[src/rtl/xor_checksum_pkg.sv]
// Shared definitions for the xor_checksum block: FSM state encoding and
// default sizing constants.
package xor_checksum_pkg;

    localparam int DEFAULT_WIDTH   = 32;
    localparam int DEFAULT_MAX_LEN = 16;

    typedef enum logic [1:0] {
        IDLE  = 2'd0,
        ACCUM = 2'd1,
        DONE  = 2'd2
    } state_t;

endpackage

[src/rtl/xor_word.sv]
// Combinational bitwise fold of two WIDTH-bit words: y = a ^ b.
module xor_word #(
    parameter int WIDTH = 32
) (
    input  logic [WIDTH-1:0] a,
    input  logic [WIDTH-1:0] b,
    output logic [WIDTH-1:0] y
);

    // Pure bitwise XOR, no state.
    assign y = a ^ b;

endmodule

[src/rtl/xor_checksum.sv]
// XOR checksum over a valid/ready burst of up to MAX_LEN beats.
// IDLE -> (start) -> ACCUM -> (last beat or MAX_LEN beats) -> DONE -> (out handshake) -> IDLE.
// Optional feature: define XOR_CHECKSUM_PARITY_EN to add out_parity, the
// XOR-reduction of out_data, registered alongside the result.
module xor_checksum
    import xor_checksum_pkg::*;
#(
    parameter int WIDTH   = DEFAULT_WIDTH,
    parameter int MAX_LEN = DEFAULT_MAX_LEN
) (
    input  logic                             clk,
    input  logic                             rst_n,
    input  logic                             start,
    input  logic                             in_valid,
    output logic                             in_ready,
    input  logic [WIDTH-1:0]                 in_data,
    input  logic                             in_last,
    output logic                             out_valid,
    input  logic                             out_ready,
    output logic [WIDTH-1:0]                 out_data,
    output logic [$clog2(MAX_LEN+1)-1:0]     out_count,
    output logic                             out_err,
`ifdef XOR_CHECKSUM_PARITY_EN
    output logic                             out_parity,
`endif
    output logic                             busy
);

    localparam int CNT_W = $clog2(MAX_LEN + 1);
    localparam logic [CNT_W-1:0] MAX_CNT = CNT_W'(MAX_LEN);

    state_t             r_state;
    state_t             w_state_nxt;
    logic [WIDTH-1:0]   r_acc;
    logic [CNT_W-1:0]   r_count;
    logic [WIDTH-1:0]   r_res_data;
    logic [CNT_W-1:0]   r_res_count;
    logic               r_res_err;
`ifdef XOR_CHECKSUM_PARITY_EN
    logic               r_res_parity;
`endif

    logic [WIDTH-1:0]   w_acc_nxt;
    logic [CNT_W-1:0]   w_count_nxt;
    logic               w_accept;
    logic               w_at_limit;
    logic               w_final;
    logic               w_out_hs;

    xor_word #(.WIDTH(WIDTH)) u_fold (
        .a (r_acc),
        .b (in_data),
        .y (w_acc_nxt)
    );

    assign w_count_nxt = r_count + CNT_W'(1);
    assign w_accept    = in_valid && (r_state == ACCUM);
    assign w_at_limit  = (w_count_nxt == MAX_CNT);
    assign w_final     = w_accept && (in_last || w_at_limit);
    assign w_out_hs    = (r_state == DONE) && out_ready;

    // State register; reset drops straight to IDLE from any state.
    always_ff @(posedge clk or negedge rst_n) begin
        if (!rst_n) begin
            r_state <= IDLE;
        end else begin
            r_state <= w_state_nxt;
        end
    end

    // Next-state and handshake outputs decoded from the registered state.
    always_comb begin
        w_state_nxt = r_state;
        in_ready    = 1'b0;
        out_valid   = 1'b0;
        busy        = 1'b1;
        case (r_state)
            IDLE: begin
                busy = 1'b0;
                if (start) w_state_nxt = ACCUM;
            end
            ACCUM: begin
                in_ready = 1'b1;
                if (w_final) w_state_nxt = DONE;
            end
            DONE: begin
                out_valid = 1'b1;
                if (out_ready) w_state_nxt = IDLE;
            end
            default: begin
                w_state_nxt = IDLE;
                busy        = 1'b0;
            end
        endcase
    end

    // Accumulator, beat count and the held result; the result registers are
    // zero outside DONE so the outputs read 0 whenever out_valid is low.
    always_ff @(posedge clk or negedge rst_n) begin
        if (!rst_n) begin
            r_acc        <= '0;
            r_count      <= '0;
            r_res_data   <= '0;
            r_res_count  <= '0;
            r_res_err    <= 1'b0;
`ifdef XOR_CHECKSUM_PARITY_EN
            r_res_parity <= 1'b0;
`endif
        end else begin
            if ((r_state == IDLE) && start) begin
                r_acc   <= '0;
                r_count <= '0;
            end else if (w_accept) begin
                r_acc   <= w_acc_nxt;
                r_count <= w_count_nxt;
            end

            if (w_final) begin
                r_res_data   <= w_acc_nxt;
                r_res_count  <= w_count_nxt;
                // Hitting the limit only counts as truncation when the beat
                // did not itself carry in_last.
                r_res_err    <= w_at_limit && !in_last;
`ifdef XOR_CHECKSUM_PARITY_EN
                r_res_parity <= ^w_acc_nxt;
`endif
            end else if (w_out_hs) begin
                r_res_data   <= '0;
                r_res_count  <= '0;
                r_res_err    <= 1'b0;
`ifdef XOR_CHECKSUM_PARITY_EN
                r_res_parity <= 1'b0;
`endif
            end
        end
    end

    assign out_data   = r_res_data;
    assign out_count  = r_res_count;
    assign out_err    = r_res_err;
`ifdef XOR_CHECKSUM_PARITY_EN
    assign out_parity = r_res_parity;
`endif

endmodule

[config.mk]
export PLATFORM = sky130hd
export DESIGN_NAME = xor_checksum
export DESIGN_NICKNAME = d
export VERILOG_FILES = /design/src/rtl/xor_checksum_pkg.sv /design/src/rtl/xor_word.sv /design/src/rtl/xor_checksum.sv
export SDC_FILE = /design/constraint.sdc
export NUM_CORES = 1
export LEC_CHECK = 0
export CORE_UTILIZATION = 30
export CTS_CLUSTER_DIAMETER = 150
export DETAILED_ROUTE_END_ITERATION = 8
export PLACE_DENSITY = 0.59
export SLEW_MARGIN = 40
export SYNTH_ARGS = -nofsm -noshare
export SYNTH_HDL_FRONTEND = slang
export SYNTH_SLANG_ARGS = --single-unit
[constraint.sdc]
create_clock -name clk -period 1.9 [get_ports clk]
set_input_delay 0.57 -clock clk [delete_from_list [all_inputs] [get_ports clk]]
set_output_delay 0.57 -clock clk [all_outputs]
set_load 0.1 [all_outputs]
Word level (Yosys, flattened, before mapping) --
Index checks and enable logic that the tools add are counted.
Operators by class: add/sub/neg operators 1, bitwise gates (word level) 1, equal/unequal tests 6, multiplexer cells 17, reductions and logical operators 12
Operator list (number):
- $mux W32 | 4
- $xor A32 B32 Y32 | 1
- $mux W5 | 4
- $mux W2 | 3
- $ne A2 B2 Y1 const B | 3
- $pmux W2 S3 | 1
- $add A5 B1 Y5 const B | 1
- $eq A5 B5 Y1 const B | 1
- $logic_and A1 B1 Y1 | 5
- $mux W1 | 5
- $reduce_bool A2 Y1 | 2
- $reduce_and A3 Y1 | 1
- $eq A2 B1 Y1 const B | 1
- $eq A2 B2 Y1 const B | 1
- $logic_not A2 Y1 | 1
- $reduce_or A2 Y1 | 1
- $logic_not A1 Y1 | 1
- $logic_or A1 B1 Y1 | 1
Word-level totals: input port bits 38, output and inout port bits 41, word-level logic and storage cells 43, flip-flop bits (word level) 77

Longest topological paths before layout --
Gate-level depths: netlist (run 1).
depth in word-level cells 6, depth in mapped cells 8

Modules after synthesis --
A second synthesis (run 1) with hierarchy kept.
Second synthesis, totals: cells, all modules 344, area, all modules 3580.9 sq um
By module, submodules not included:
- xor_checksum | area each 3300.7 sq um, times used 1, seq. area each 1926.8 sq um, cells an instance 312
- xor_word | area each 280.3 sq um, times used 1, seq. area each 0.0 sq um, cells an instance 32

Worst setup path before layout (run 1) --
Ideal clock, no wire load.
path kind reg-to-reg, start point register r_state[1], end point register r_res_data[10] (netlist: out_data[10]), clock period less this slack 2.361 ns, buffers on the path 2, data arrival time 2.281 ns, required time 1.821 ns, cell stages (with the launch flop) 9, slack -0.461 ns, setup time 0.079 ns, cell sequence dfrtp_1 > inv_1 > ha_1 > and2_0 > nand2_1 > o21ai_2 > buf_6 > buf_12 > mux2i_1
On the way: cells in the longest elaborated chain, start to end 4, elaborated cells between the ends (all ways) 7, classes of those cells 2 x eq/ne; 1 x mux; 4 x reduce/logical
RTL lines:
- start: declaration | RTL line xor_checksum.sv:32 | state_t r_state;
- start signal: assignment | RTL line xor_checksum.sv:67 | r_state <= w_state_nxt;
- $eq A2 B1 Y1 | RTL line xor_checksum.sv:57 | assign w_accept = in_valid && (r_state == ACCUM);
- $logic_and A1 B1 Y1 | RTL line xor_checksum.sv:57
- $logic_and A1 B1 Y1 | RTL line xor_checksum.sv:59 | assign w_final = w_accept && (in_last || w_at_limit);
- $mux W32 / $reduce_bool A2 Y1 (equally long branches)
- end signal: assignment | RTL line xor_checksum.sv:119 | r_res_data <= w_acc_nxt;
- end: declaration | RTL line xor_checksum.sv:36 | logic [WIDTH-1:0] r_res_data;
Parallel ways exist; a longest one is shown, timed or not. A chain may end at the register's enable or synchronous reset.

Final worst setup path (run 1) --
start point register r_state[1], end point output port busy
On the way: cells in the longest elaborated chain, start to end 3, elaborated cells between the ends (all ways) 4, classes of those cells 2 x eq/ne; 1 x mux; 1 x reduce/logical
RTL lines:
- $eq A2 B1 Y1 / $eq A2 B2 Y1 (equally long branches) | RTL line xor_checksum.sv:77 | case (r_state)
- $reduce_or A2 Y1 (no line) (*)
- $mux W1 (*) | RTL line xor_checksum.sv:77
- end: declaration | RTL line xor_checksum.sv:26 | output logic busy
Every way passes the cells marked *; elsewhere a longest branch is shown, timed or not.

==> results of run 1 <==
==> report_power, final <==
part | internal [mW] | switching [mW] | leakage (nW) | total, mW
registers | 2.25 | 0.631 | 0.996 | 2.88
logic | 2.29 | 3.82 | 1.21 | 6.10
clock network | 1.18 | 0.635 | 0.152 | 1.81
==> placed cells by master (no fill, tap or decap), types with 3 or more instances in the layout <==
master           count
dfrtp_1             77
mux2i_1             38
xor2_1              37
ha_1                 3
xnor2_1             34
clkdlybuf4s50_1     36
clkbuf_16            9
buf_12              44
nor2_1              38
nand2_1             75
inv_1                4
buf_4               13
==> cell type report <==
class | instances | area [sq um]
clock buffer | 11 | 243
multi-input combinational | 249 | 1660
clock inverter | 4 | 72.6
sequential | 77 | 1930
fill | 1120 | 6580
timing repair buffer | 93 | 1340
inverter | 4 | 15.0
tap | 147 | 184
==> routing by layer <==
layer	share of wire, %	track usage (%)
met1	44	16.6
met3	4.5	2.68
met5	0	0
met4	1.9	6.14
met2	49	22.8
==> state kept, by name, summed over array words and instances, names as in the netlist <==
signal     flops
out_data      32
r_acc         32
out_count      5
r_count        5
r_state        2
out_err        1
==> metrics by stage <==
step                setup slack (ns)  hold WS (ns)  TNS (ns)  power [mW]
global placement              -0.149         0.533     -6.06        8.95
floorplan                     -0.146         0.274     -7.65        6.76
finish                        0.0312         0.193         0        10.8
detailed placement            -0.207         0.548     -7.17        9.05
CTS                         0.000173         0.202         0        10.9
global route                 -0.0351         0.222   -0.0400        11.3
==> logic make-up after synthesis <==
kind of cell,after synthesis,synth area share (%)
adders and majority gates,5,1.69
muxes,39,10.6
buffers and inverters,21,3.78
AOI/OAI and AO/OA,10,1.96
xor gates and xnor gates,71,16.8
DFF,77,52.0
and+or+nand+nor,124,13.3
==> critical path, stage by stage (launching register included) <==
cell and delay (ns):
dfrtp_1 0.38, inv_1 0.09, ha_1 0.32, buf_12 0.18
==> worst paths after layout <==
check,start,to,slack (ns)
worst max-delay path,r_state[1]$_DFFE_PN0P_,busy,0.03
worst min-delay path,rst_n,r_acc[22]$_DFFE_PN0P_,0.19
worst max register to register,r_state[1]$_DFFE_PN0P_,out_data[0]$_DFFE_PN0P_,0.11
worst min register to register,r_state[0]$_DFFE_PN0P_,r_state[0]$_DFFE_PN0P_,0.55
max in group asynchronous,rst_n,r_acc[10]$_DFFE_PN0P_,1.12
min in group clk,r_state[0]$_DFFE_PN0P_,r_state[0]$_DFFE_PN0P_,0.55
==> repair_timing <==
item / CTS / global route
resized for setup: 0 / 0
setup buffers: 0 / 1
endpoints found under the setup margin: 0 / 3
==> run metrics, run 1 <==
Worst-Margin Slew=0.454 ns; IO Port Bufs=78; drt pass-1 iters=4; Setup Viol. Count Final=0; startpoint types=flip-flop; H-tree depth=3; total routed wirelength=7.83 mm; CTS Buf Count=9; Crit Path Max Fanout=3; initial drt markers=113; hold_buf cts=0; placed cells=569; Layout Cell Area excl Fill=0.00544 sq mm; final net count=477; peak supply drop=1.12 mV; ratio of cells with drive above 1 in the final layout=17.4%; clk buf depth=2; Area contributors post-synth=dfrtp_1 52%, mux2i_1 10%, xor2_1 8.7%; Initial Util=30.9%; initial antenna violation count=0; synthesis-stage register bit count=77; synthesis warning total=0; count leader, synth=dfrtp_1; worst r2r path cells=7; Tmin final=1.87 ns; Hold Crit Class=in -> async; Final Max Tran Viols=0; gpl congestion=0.761; Ports=79; total grt overflow=0; Hold Vio Cnt, Final=0; Gate Count Post-Synth=347; Synth area leader=dfrtp_1; Synth Flop Type=dfrtp_1; die area=0.0128 sq mm; Routed WL per cell=13.4 microns; Die W=113 microns; clock-pin slew on the worst setup and hold paths=0.06 ns; Die Y=113 microns; global-route wire length before repair=13.4 mm; mapped cell area=0.00371 sq mm; CTS tree=done; via count=2591; core footprint=0.0120 sq mm; fin crit share=98.4%; sequential share of the synthesized area=52.0%; Area growth, synth to finish=46.6%; clk_skew=0.00670 ns; Cell variety after synth=31; largest net degree at the start of global routing=38; vias in the first global route=2775; Fmax=0.535 GHz; top cells by count, synth=77 x dfrtp_1, 75 x nand2_1, 38 x mux2i_1, 38 x nor2_1, 37 x xor2_1; Critical Path AT=1.30 ns; Post-synth EDFFs=0; vias per inst=4.43; Antenna Nets Post-Route=0; clock root buffer=clkbuf_16; static leakage=2.36 nW; unrepaired setup endpoints after global routing=true; post-DP HPWL=5.65 mm; status=complete, no violations; Finished Core Util=45.3%; Async S/R FF share, synth=100%; CTS Sinks=77; share of the synthesized area in the top cell type=52.0%; Total Routing Usage GR=13.5%; # DRC=0; Finished Layout Cells=585; pwr dens=1990 mW/mm^2; max cap viols=0; worst relative slew slack=69.7%; n_diodes=0; Setup Crit Path Kind=reg -> out; Net Count, Synth=390; worst skew pair latency=0.33 ns; FP Rows=40; syn avg cell area=10.7 sq um; CP Capture Type=output pin; CP required=1.33 ns; dpl cell area=0.00511 sq mm
No activity file was read; power rests on OpenSTA's default activity.
==> inputs of run 2 (changes only) <==
--- a/config.mk
+++ b/config.mk
@@ -9,7 +9,6 @@
 export CTS_CLUSTER_DIAMETER = 150
 export DETAILED_ROUTE_END_ITERATION = 8
 export PLACE_DENSITY = 0.59
-export SLEW_MARGIN = 40
 export SYNTH_ARGS = -nofsm -noshare
 export SYNTH_HDL_FRONTEND = slang
 export SYNTH_SLANG_ARGS = --single-unit
==> results of run 2 <==
Same layout as run 1: the final DEF is identical, and so are final timing and power.
==> inputs of run 3 (changes only) <==
--- a/config.mk
+++ b/config.mk
@@ -6,9 +6,12 @@
 export NUM_CORES = 1
 export LEC_CHECK = 0
 export CORE_UTILIZATION = 30
+export CTS_BUF_LIST = sky130_fd_sc_hd__clkbuf_2 sky130_fd_sc_hd__clkbuf_4 sky130_fd_sc_hd__clkbuf_8
 export CTS_CLUSTER_DIAMETER = 150
 export DETAILED_ROUTE_END_ITERATION = 8
+export GPL_ROUTABILITY_DRIVEN = 0
 export PLACE_DENSITY = 0.59
+export REMOVE_ABC_BUFFERS = 1
 export SYNTH_ARGS = -nofsm -noshare
 export SYNTH_HDL_FRONTEND = slang
 export SYNTH_SLANG_ARGS = --single-unit
==> run 3 against run 2 <==
Effect of this change:
- non-clock buffer count decreased by 1
- global-route usage fell by 0.83 points
- largest power group unchanged
- cell count unchanged
- setup slack got worse by 0.017 ns
- combinational power increased by 0.7%
==> run metrics, run 3 (synthesized netlist as in run 1, its figures left out) <==
worst relative slew slack=82.4%; # DRC=0; Worst-Margin Slew=0.264 ns; CTS tree=done; CTS Buf Count=9; clock-pin slew on the worst setup and hold paths=0.08 ns; clock root buffer=clkbuf_8; CTS Sinks=77; Total Routing Usage GR=12.7%; drt pass-1 iters=4; H-tree depth=3; CP required=1.33 ns; unrepaired setup endpoints after global routing=true; total grt overflow=0; ratio of cells with drive above 1 in the final layout=18.7%; total routed wirelength=7.65 mm; peak supply drop=1.07 mV; clk buf depth=2; Fmax=0.530 GHz; clk_skew=0.0123 ns; static leakage=2.33 nW; Die W=113 microns; n_diodes=0; largest net degree at the start of global routing=38; die area=0.0128 sq mm; vias in the first global route=2635; commonest non-fill, non-tap cell in the layout=dfrtp_1; worst r2r path cells=7; Fin Hold WS=0.0857 ns; Crit Path Max Fanout=3; core footprint=0.0120 sq mm; Hold Vio Cnt, Final=0; Routed WL per cell=13.1 microns; Critical Path AT=1.32 ns; max cap viols=0; IO Port Bufs=78; initial antenna violation count=0; CP max stage cell=dfrtp_1; Ports=79; Area growth, synth to finish=45.7%; global-route wire length before repair=12.8 mm; most frequent cells in the layout=76 x dfrtp_1, 75 x nand2_1, 45 x buf_12; Setup Crit Path Kind=reg -> out; final net count=476; Setup Viol. Count Final=0; hold_buf cts=0; Max stage delay on crit path=0.43 ns; initial drt markers=79; Final Max Tran Viols=0; post-DP HPWL=5.37 mm; Die Y=113 microns; Tmin final=1.89 ns; CP Capture Type=output pin; vias per inst=4.42; pwr dens=1940 mW/mm^2; CP Cell Sequence=inv_2 -> ha_4 -> buf_12; startpoint types=flip-flop; Hold Crit Class=in -> async; fin crit share=99.2%; FP Rows=40; status=complete, no violations; Finished Core Util=45.0%; Initial Util=30.9%; via count=2587; worst skew pair latency=0.34 ns; Antenna Nets Post-Route=0
## run 3: changes by cell type in the layout (fill, tap and decap cells not counted), sizes merged
cell and change:
buf -1, bufinv +1, clkbuf -1, clkinv +1
## run 3: where the power goes
part / total (mW) / switching (mW) / internal (mW)
registers: 2.89 / 0.637 / 2.25
clock network: 1.48 / 0.590 / 0.888
logic: 6.14 / 3.82 / 2.32
## run 3: critical path, delay by kind of cell, from the launching register on
kind                     cells  cell delay, ns
flip-flops                   1            0.43
adder cells (fa/ha/maj)      1            0.29
buffers and inverters        2            0.26
## run 3: path summary, 6_finish.rpt
kind | start | to | slack (ns)
worst min register to register | r_acc[19]$_DFFE_PN0P_ | r_acc[19]$_DFFE_PN0P_ | 0.56
worst max register to register | r_state[1]$_DFFE_PN0P_ | out_count[4]$_DFFE_PN0P_ | 0.15
min in group clk | r_acc[19]$_DFFE_PN0P_ | r_acc[19]$_DFFE_PN0P_ | 0.56
worst min-delay path | rst_n | out_data[8]$_DFFE_PN0P_ | 0.09
worst max-delay path | r_state[1]$_DFFE_PN0P_ | busy | 0.01
max in group asynchronous | rst_n | out_data[12]$_DFFE_PN0P_ | 1.32
## run 3: area by class of cell
| type | instances | area (sq um) |
|---|---|---|
| fill | 1142 | 6610 |
| sequential | 77 | 1930 |
| multi-input combinational | 249 | 1690 |
| timing repair buffer | 92 | 1340 |
| tap | 147 | 184 |
| clock buffer | 10 | 131 |
| clock inverter | 6 | 111 |
| inverter | 4 | 15.0 |
## run 3: metrics by stage
step	worst slack (ns)	power, mW	TNS [ns]	instance area (sq um)	std cells
2_1_floorplan	-2.60	6.68	-137.65	3580	330
3_3_place_gp	-0.156	8.95	-6.32	5120	569
3_5_place_dp	-0.217	9.03	-8.29	5120	569
4_1_cts	-0.0260	10.6	-0.0338	5360	585
5_1_grt	-0.0364	11.0	-0.0364	5400	585
6_report	0.0143	10.5	0	5400	585
## run 3: per-layer routing
layer,wire length [microns],up-vias,GRT usage (%)
li1,-,1271,-
met1,3390,1259,16.0
met2,3920,50,21.5
met3,270,7,2.52
met4,73,0,4.39
met5,0,-,0
## run 3: repair_timing
action | CTS | global route
gates resized for setup | 1 | 7
buffers inserted | 0 | 1
gates cloned | 0 | 0
endpoints found under the setup margin | 3 | 3
